### config.mk
export PLATFORM = sky130hd
export DESIGN_NAME = vga_sync
export DESIGN_NICKNAME = d
export VERILOG_FILES = /design/src/rtl/vga_pkg.sv /design/src/rtl/pixel_tick_gen.sv /design/src/rtl/vga_sync.sv
export SDC_FILE = /design/constraint.sdc
export NUM_CORES = 1
export LEC_CHECK = 0
export CORE_UTILIZATION = 45
export CTS_BUF_LIST = sky130_fd_sc_hd__clkbuf_16
export DETAILED_ROUTE_END_ITERATION = 8
export PLACE_DENSITY = 0.83
export SYNTH_ARGS = -nofsm -noshare
export SYNTH_HDL_FRONTEND = slang
export SYNTH_HIERARCHICAL = 1
export SYNTH_SLANG_ARGS = --single-unit
### constraint.sdc
create_clock -name clk -period 1.8 [get_ports clk]
set_clock_uncertainty 0.15 [all_clocks]
set_input_delay 0.36 -clock clk [delete_from_list [all_inputs] [get_ports clk]]
set_output_delay 0.36 -clock clk [all_outputs]
set_load 0.01 [all_outputs]
### src/rtl/vga_pkg.sv
`default_nettype none
// +----------------------------------------------------------------------+
// | Module      : vga_pkg                                                |
// | Description : Shared VGA 640x480@60 timing constants, coordinate     |
// |               width and a window-compare helper.                     |
// | Revision    : 1.0 - initial release                                  |
// +----------------------------------------------------------------------+
package vga_pkg;

  // Coordinate width shared with the graphics stage
  localparam int COORD_W   = 10;

  // System clocks per pixel (100 MHz -> 25 MHz)
  localparam int DIV       = 4;

  // Horizontal timing, in pixels
  localparam int H_DISPLAY = 640;
  localparam int H_FRONT   = 16;
  localparam int H_SYNC    = 96;
  localparam int H_BACK    = 48;

  // Vertical timing, in lines
  localparam int V_DISPLAY = 480;
  localparam int V_FRONT   = 10;
  localparam int V_SYNC    = 2;
  localparam int V_BACK    = 33;

  localparam int H_TOTAL   = H_DISPLAY + H_FRONT + H_SYNC + H_BACK;
  localparam int V_TOTAL   = V_DISPLAY + V_FRONT + V_SYNC + V_BACK;

  // True when lo <= val <= hi
  function automatic logic in_window(input logic [COORD_W-1:0] val,
                                     input int lo, input int hi);
    return (int'(val) >= lo) && (int'(val) <= hi);
  endfunction

endpackage
`default_nettype wire

### src/rtl/pixel_tick_gen.sv
`default_nettype none
// +----------------------------------------------------------------------+
// | Module      : pixel_tick_gen                                         |
// | Description : Mod-DIV divider; p_tick is high one clk in every DIV.  |
// | Revision    : 1.0 - initial release                                  |
// +----------------------------------------------------------------------+
module pixel_tick_gen
  import vga_pkg::*;
#(
  parameter int DIV = vga_pkg::DIV
) (
  input  logic clk,
  input  logic reset,
  output logic p_tick
);

  localparam int c_cnt_w = (DIV > 1) ? $clog2(DIV) : 1;
  localparam logic [c_cnt_w-1:0] c_last = c_cnt_w'(DIV - 1);

  generate
    if (DIV < 2) begin : g_bad_div
      $error("pixel_tick_gen: DIV must be at least 2");
    end
  endgenerate

  logic [c_cnt_w-1:0] div_cnt_q;
  logic [c_cnt_w-1:0] div_cnt_d;

  // Next divider count: wrap at DIV-1
  always_comb begin
    div_cnt_d = div_cnt_q + c_cnt_w'(1);
    if (div_cnt_q == c_last) begin
      div_cnt_d = '0;
    end
  end

  // Divider register
  always_ff @(posedge clk or posedge reset) begin
    if (reset) begin
      div_cnt_q <= '0;
    end else begin
      div_cnt_q <= div_cnt_d;
    end
  end

  assign p_tick = (div_cnt_q == c_last);

endmodule
`default_nettype wire

### src/rtl/vga_sync.sv
`default_nettype none
// +----------------------------------------------------------------------+
// | Module      : vga_sync                                               |
// | Description : VGA scan counters and registered hsync/vsync. Sync     |
// |               registers are loaded from next-state counts so they    |
// |               line up with pixel_x/pixel_y in every cycle.           |
// |               Optional macro VGA_SYNC_FRAME_TICK_EN adds f_tick, a   |
// |               one-clk pulse at the start of vertical blanking.       |
// | Revision    : 1.0 - initial release                                  |
// +----------------------------------------------------------------------+
module vga_sync
  import vga_pkg::*;
#(
  parameter int DIV       = vga_pkg::DIV,
  parameter int H_DISPLAY = vga_pkg::H_DISPLAY,
  parameter int H_FRONT   = vga_pkg::H_FRONT,
  parameter int H_SYNC    = vga_pkg::H_SYNC,
  parameter int H_BACK    = vga_pkg::H_BACK,
  parameter int V_DISPLAY = vga_pkg::V_DISPLAY,
  parameter int V_FRONT   = vga_pkg::V_FRONT,
  parameter int V_SYNC    = vga_pkg::V_SYNC,
  parameter int V_BACK    = vga_pkg::V_BACK
) (
  input  logic               clk,
  input  logic               reset,
  output logic               hsync,
  output logic               vsync,
  output logic               video_on,
  output logic               p_tick,
`ifdef VGA_SYNC_FRAME_TICK_EN
  output logic               f_tick,
`endif
  output logic [COORD_W-1:0] pixel_x,
  output logic [COORD_W-1:0] pixel_y
);

  localparam int c_h_total = H_DISPLAY + H_FRONT + H_SYNC + H_BACK;
  localparam int c_v_total = V_DISPLAY + V_FRONT + V_SYNC + V_BACK;

  localparam logic [COORD_W-1:0] c_h_last = COORD_W'(c_h_total - 1);
  localparam logic [COORD_W-1:0] c_v_last = COORD_W'(c_v_total - 1);
  localparam logic [COORD_W-1:0] c_h_disp = COORD_W'(H_DISPLAY);
  localparam logic [COORD_W-1:0] c_v_disp = COORD_W'(V_DISPLAY);

  // Sync windows, inclusive
  localparam int c_hs_lo = H_DISPLAY + H_FRONT;
  localparam int c_hs_hi = H_DISPLAY + H_FRONT + H_SYNC - 1;
  localparam int c_vs_lo = V_DISPLAY + V_FRONT;
  localparam int c_vs_hi = V_DISPLAY + V_FRONT + V_SYNC - 1;

  generate
    if (c_h_total > 1024 || c_v_total > 1024) begin : g_bad_total
      $error("vga_sync: H_TOTAL and V_TOTAL must not exceed 1024");
    end
  endgenerate

  logic [COORD_W-1:0] h_count_q, h_count_d;
  logic [COORD_W-1:0] v_count_q, v_count_d;
  logic               hsync_q, hsync_d;
  logic               vsync_q, vsync_d;
  logic               h_wrap;

  pixel_tick_gen #(
    .DIV    (DIV)
  ) u_tick (
    .clk    (clk),
    .reset  (reset),
    .p_tick (p_tick)
  );

  // Next-state counters and syncs; counters move only on p_tick
  always_comb begin
    h_count_d = h_count_q;
    v_count_d = v_count_q;
    h_wrap    = 1'b0;
    if (p_tick) begin
      if (h_count_q == c_h_last) begin
        h_count_d = '0;
        h_wrap    = 1'b1;
        if (v_count_q == c_v_last) begin
          v_count_d = '0;
        end else begin
          v_count_d = v_count_q + COORD_W'(1);
        end
      end else begin
        h_count_d = h_count_q + COORD_W'(1);
      end
    end
    hsync_d = !in_window(h_count_d, c_hs_lo, c_hs_hi);
    vsync_d = !in_window(v_count_d, c_vs_lo, c_vs_hi);
  end

  // Counter and sync registers
  always_ff @(posedge clk or posedge reset) begin
    if (reset) begin
      h_count_q <= '0;
      v_count_q <= '0;
      hsync_q   <= 1'b1;
      vsync_q   <= 1'b1;
    end else begin
      h_count_q <= h_count_d;
      v_count_q <= v_count_d;
      hsync_q   <= hsync_d;
      vsync_q   <= vsync_d;
    end
  end

  assign pixel_x  = h_count_q;
  assign pixel_y  = v_count_q;
  assign hsync    = hsync_q;
  assign vsync    = vsync_q;
  assign video_on = (h_count_q < c_h_disp) && (v_count_q < c_v_disp);

`ifdef VGA_SYNC_FRAME_TICK_EN
  logic f_tick_q, f_tick_d;

  // Frame tick request: the edge that moves the scan to (0, V_DISPLAY)
  always_comb begin
    f_tick_d = h_wrap && (v_count_d == c_v_disp);
  end

  // Frame tick register
  always_ff @(posedge clk or posedge reset) begin
    if (reset) begin
      f_tick_q <= 1'b0;
    end else begin
      f_tick_q <= f_tick_d;
    end
  end

  assign f_tick = f_tick_q;
`endif

endmodule
`default_nettype wire

==> run summary <==
post-DR vias/cell: 5.97
# diodes: 0
pre-CTS setup slack: -149 ps
fin nets: 228
Layout area overhead: 66.0%
gr usage total: 25.8%
I/O Buffers: 25
sequential fraction of the synthesis area: 45.5%
post-synthesis cell count: 139
largest family of logic cells by synthesized area: simple AND/OR/NAND/NOR gates
clk sinks: 24
layout cell share with drive strength beyond 1: 41.6%
hold_buf cts: 0
clock insertion delay at the later pin of the skew report: 260 ps
worst min-delay path class: in2async
Initial Util: 47.7%
Hold WS: 145 ps
reg-to-reg slack, setup: -200 ps
crit start category: flip-flop
final WL: 4.45 mm
Setup WS post-layout: -204 ps
compound-gate portion of the synthesized area: 11.8%
number of setup violations in the final report: 13
max-slew violations: 0
antenna violations before repair: 0
Seq cells post-synth: 24
first-pass GRT wire length: 6.26 mm
status: finished with violations
XOR/XNOR Fraction of Synth Area: 7.17%
hpwl dp: 2.68 mm
FP Rows: 19
Clk Tree Root Cell: clkbuf_16
maxcap violations: 0
TritonCTS Buffers: 3
die width: 56.3 microns
final total power: 1.04 mW
Slew headroom: 78.3%
Tcrit/Tclk final: 111%
peak fanout along the critical path: 5
minimum clock period: 2000 ps
WS Path Type: reg2reg
power per standard cell area: 474 mW/mm^2
R2R cell count: 7
Finished Core Util: 79.2%
Critical Path End Type: flip-flop
RSZ-0062 raised after global routing: true
Post-Syn Area: 0.00133 sq mm
Worst Tran Pin Value: 323 ps
RePlAce Congestion: 0.887
router iterations before antenna repair: 4
syn_nets: 145
Post-Synth Adder-Cell Area: 3.77%
Max rail drop VDD: 611 uV
warnings from Yosys: 6
Worst Path Arrival: 2000 ps
via count: 1505
Die Ht: 56.3 microns
Max Freq: 499 MHz
Synth cell types: 38
die area: 0.00317 sq mm
simple-gate share of the synthesized area: 27.1%
top post-synthesis cells by area: dfrtp_1, nand3_1, o21ai_0
worst r2r src: pixel_x[7]
critical path data required time: 1800 ps
Synth top area share: 41.5%
post-synthesis mux area share: 0.755%
clk buf depth: 2
# IOs: 26
Post-route DRC: 0
LEAKAGE: 1.12 nW
CTS H-tree lvls: 1
Mean Syn Cell Area: 9.54 sq um
failing checks: negative setup slack
RR Endpoint: pixel_x[1]
pin count of the biggest net entering global routing: 23
routed length per placed instance: 17.7 microns
CTS tree: done
grt ovf: 0
clock slew at reported path FFs: 60 ps
Final ANT Viol Nets: 0
cell taking the most area after synthesis: dfrtp_1
Std-Cell Core Area: 0.00278 sq mm
number of global-route vias before repair: 1366
worst setup path startpoint: pixel_x[7]
Setup TNS Final: -1640 ps
final hold violation count: 0
Starting DRT DRC Count: 60
what timing repair did:
item                                    4_1_cts  5_1_grt
endpoints found under the setup margin       27       19
pin swaps                                     8        9
gates resized for setup                      34       17
buffers inserted                              9       10
endpoints found under the hold margin         0        0
cells in the mapped netlist:
library cell  number
a21oi_1            3
a221oi_1           2
a22oi_1            1
a31oi_1            2
a32oi_1            1
a41oi_1            1
and2_1             1
and3_1             6
and3b_1            1
clkbuf_1           4
dfrtp_1           22
dfstp_2            2
ha_1               4
inv_1             10
mux2i_1            1
nand2_1           11
nand2b_1           1
nand3_1           11
nand3_2            1
nand4_1            7
nand4b_1           1
nor2_1             8
nor2b_1            1
nor3_1             2
nor3_2             1
nor3b_1            3
nor4_4             1
nor4b_1            1
o21a_1             1
o21ai_0           11
o21ai_1            1
o221a_2            1
o31ai_1            1
or3_1              3
or4b_4             1
xnor2_1            3
xnor2_2            1
xor2_1             6
critical path: stages (launching register included):
cell and delay (ps):
dfrtp_2 440, or4b_4 580, buf_4 160, buf_6 110
nor3_4 150, buf_6 150, buf_4 120, nor2_1 40
power by group:
group,internal [mW],total [mW],switching (mW)
combinational,0.00368,0.0150,0.0113
sequential,0.540,0.540,0
clock,0.297,0.490,0.192
registers in the layout, indices dropped and copies added (netlist names):
name and flops:
u_tick/div_cnt_q 2, pixel_y 10, pixel_x 10, vsync 1
hsync 1
per-layer routing:
| metal | track usage [%] | vias to the layer above | wire length, microns | share of wire [%] |
|---|---|---|---|---|
| met2 | 47.6 | 91 | 2260 | 51 |
| met5 | 0 | - | 0 | 0 |
| met4 | 10.5 | 0 | 231 | 5.2 |
| li1 | - | 664 | - | - |
| met3 | 3.46 | 25 | 245 | 5.5 |
| met1 | 29.9 | 725 | 1710 | 38 |
how the worst max path moves through the flow:
stage          slack (ps)          to  depth (start not counted)
6_report             -200  pixel_x[1]                          7
2_1_floorplan         -50       vsync                          5
4_1_cts              -110       vsync                          5
3_3_place_gp          -50       vsync                          5
5_1_grt              -270       vsync                          5
3_5_place_dp         -150       vsync                          7
logic make-up after synthesis:
kind of cell / count (synthesis)
AND/OR/NAND/NOR: 61
XOR/XNOR: 10
buffers and inverters: 14
multiplexers: 1
adder cells (fa/ha/maj): 4
flip-flops: 24
AO/OA/AOI/OAI: 25
cell usage in the layout, fill, tap and decap left out, types with 6 or more instances in the layout:
master           count
nor2_1               6
clkdlybuf4s50_1      7
dlygate4sd2_1       14
dfrtp_1             18
nand4_1              7
buf_4               54
nand2_1             11
inv_1               10
o21ai_1              6
nand3_1              8
per-stage QoR:
step,area [sq um],instances
floorplan,1350,139
global placement,1910,230
detailed placement,1910,230
CTS,2070,242
global route,2200,252
finish,2200,252
cell type report:
type,count,area (sq um)
clock buffer,3,75.1
timing repair buffer,82,666
tap,31,38.8
sequential,24,608
inverter,10,37.5
multi-input combinational,101,773
fill,179,579
clock inverter,1,3.75
Note: power is estimated with default switching activity, not from simulation.
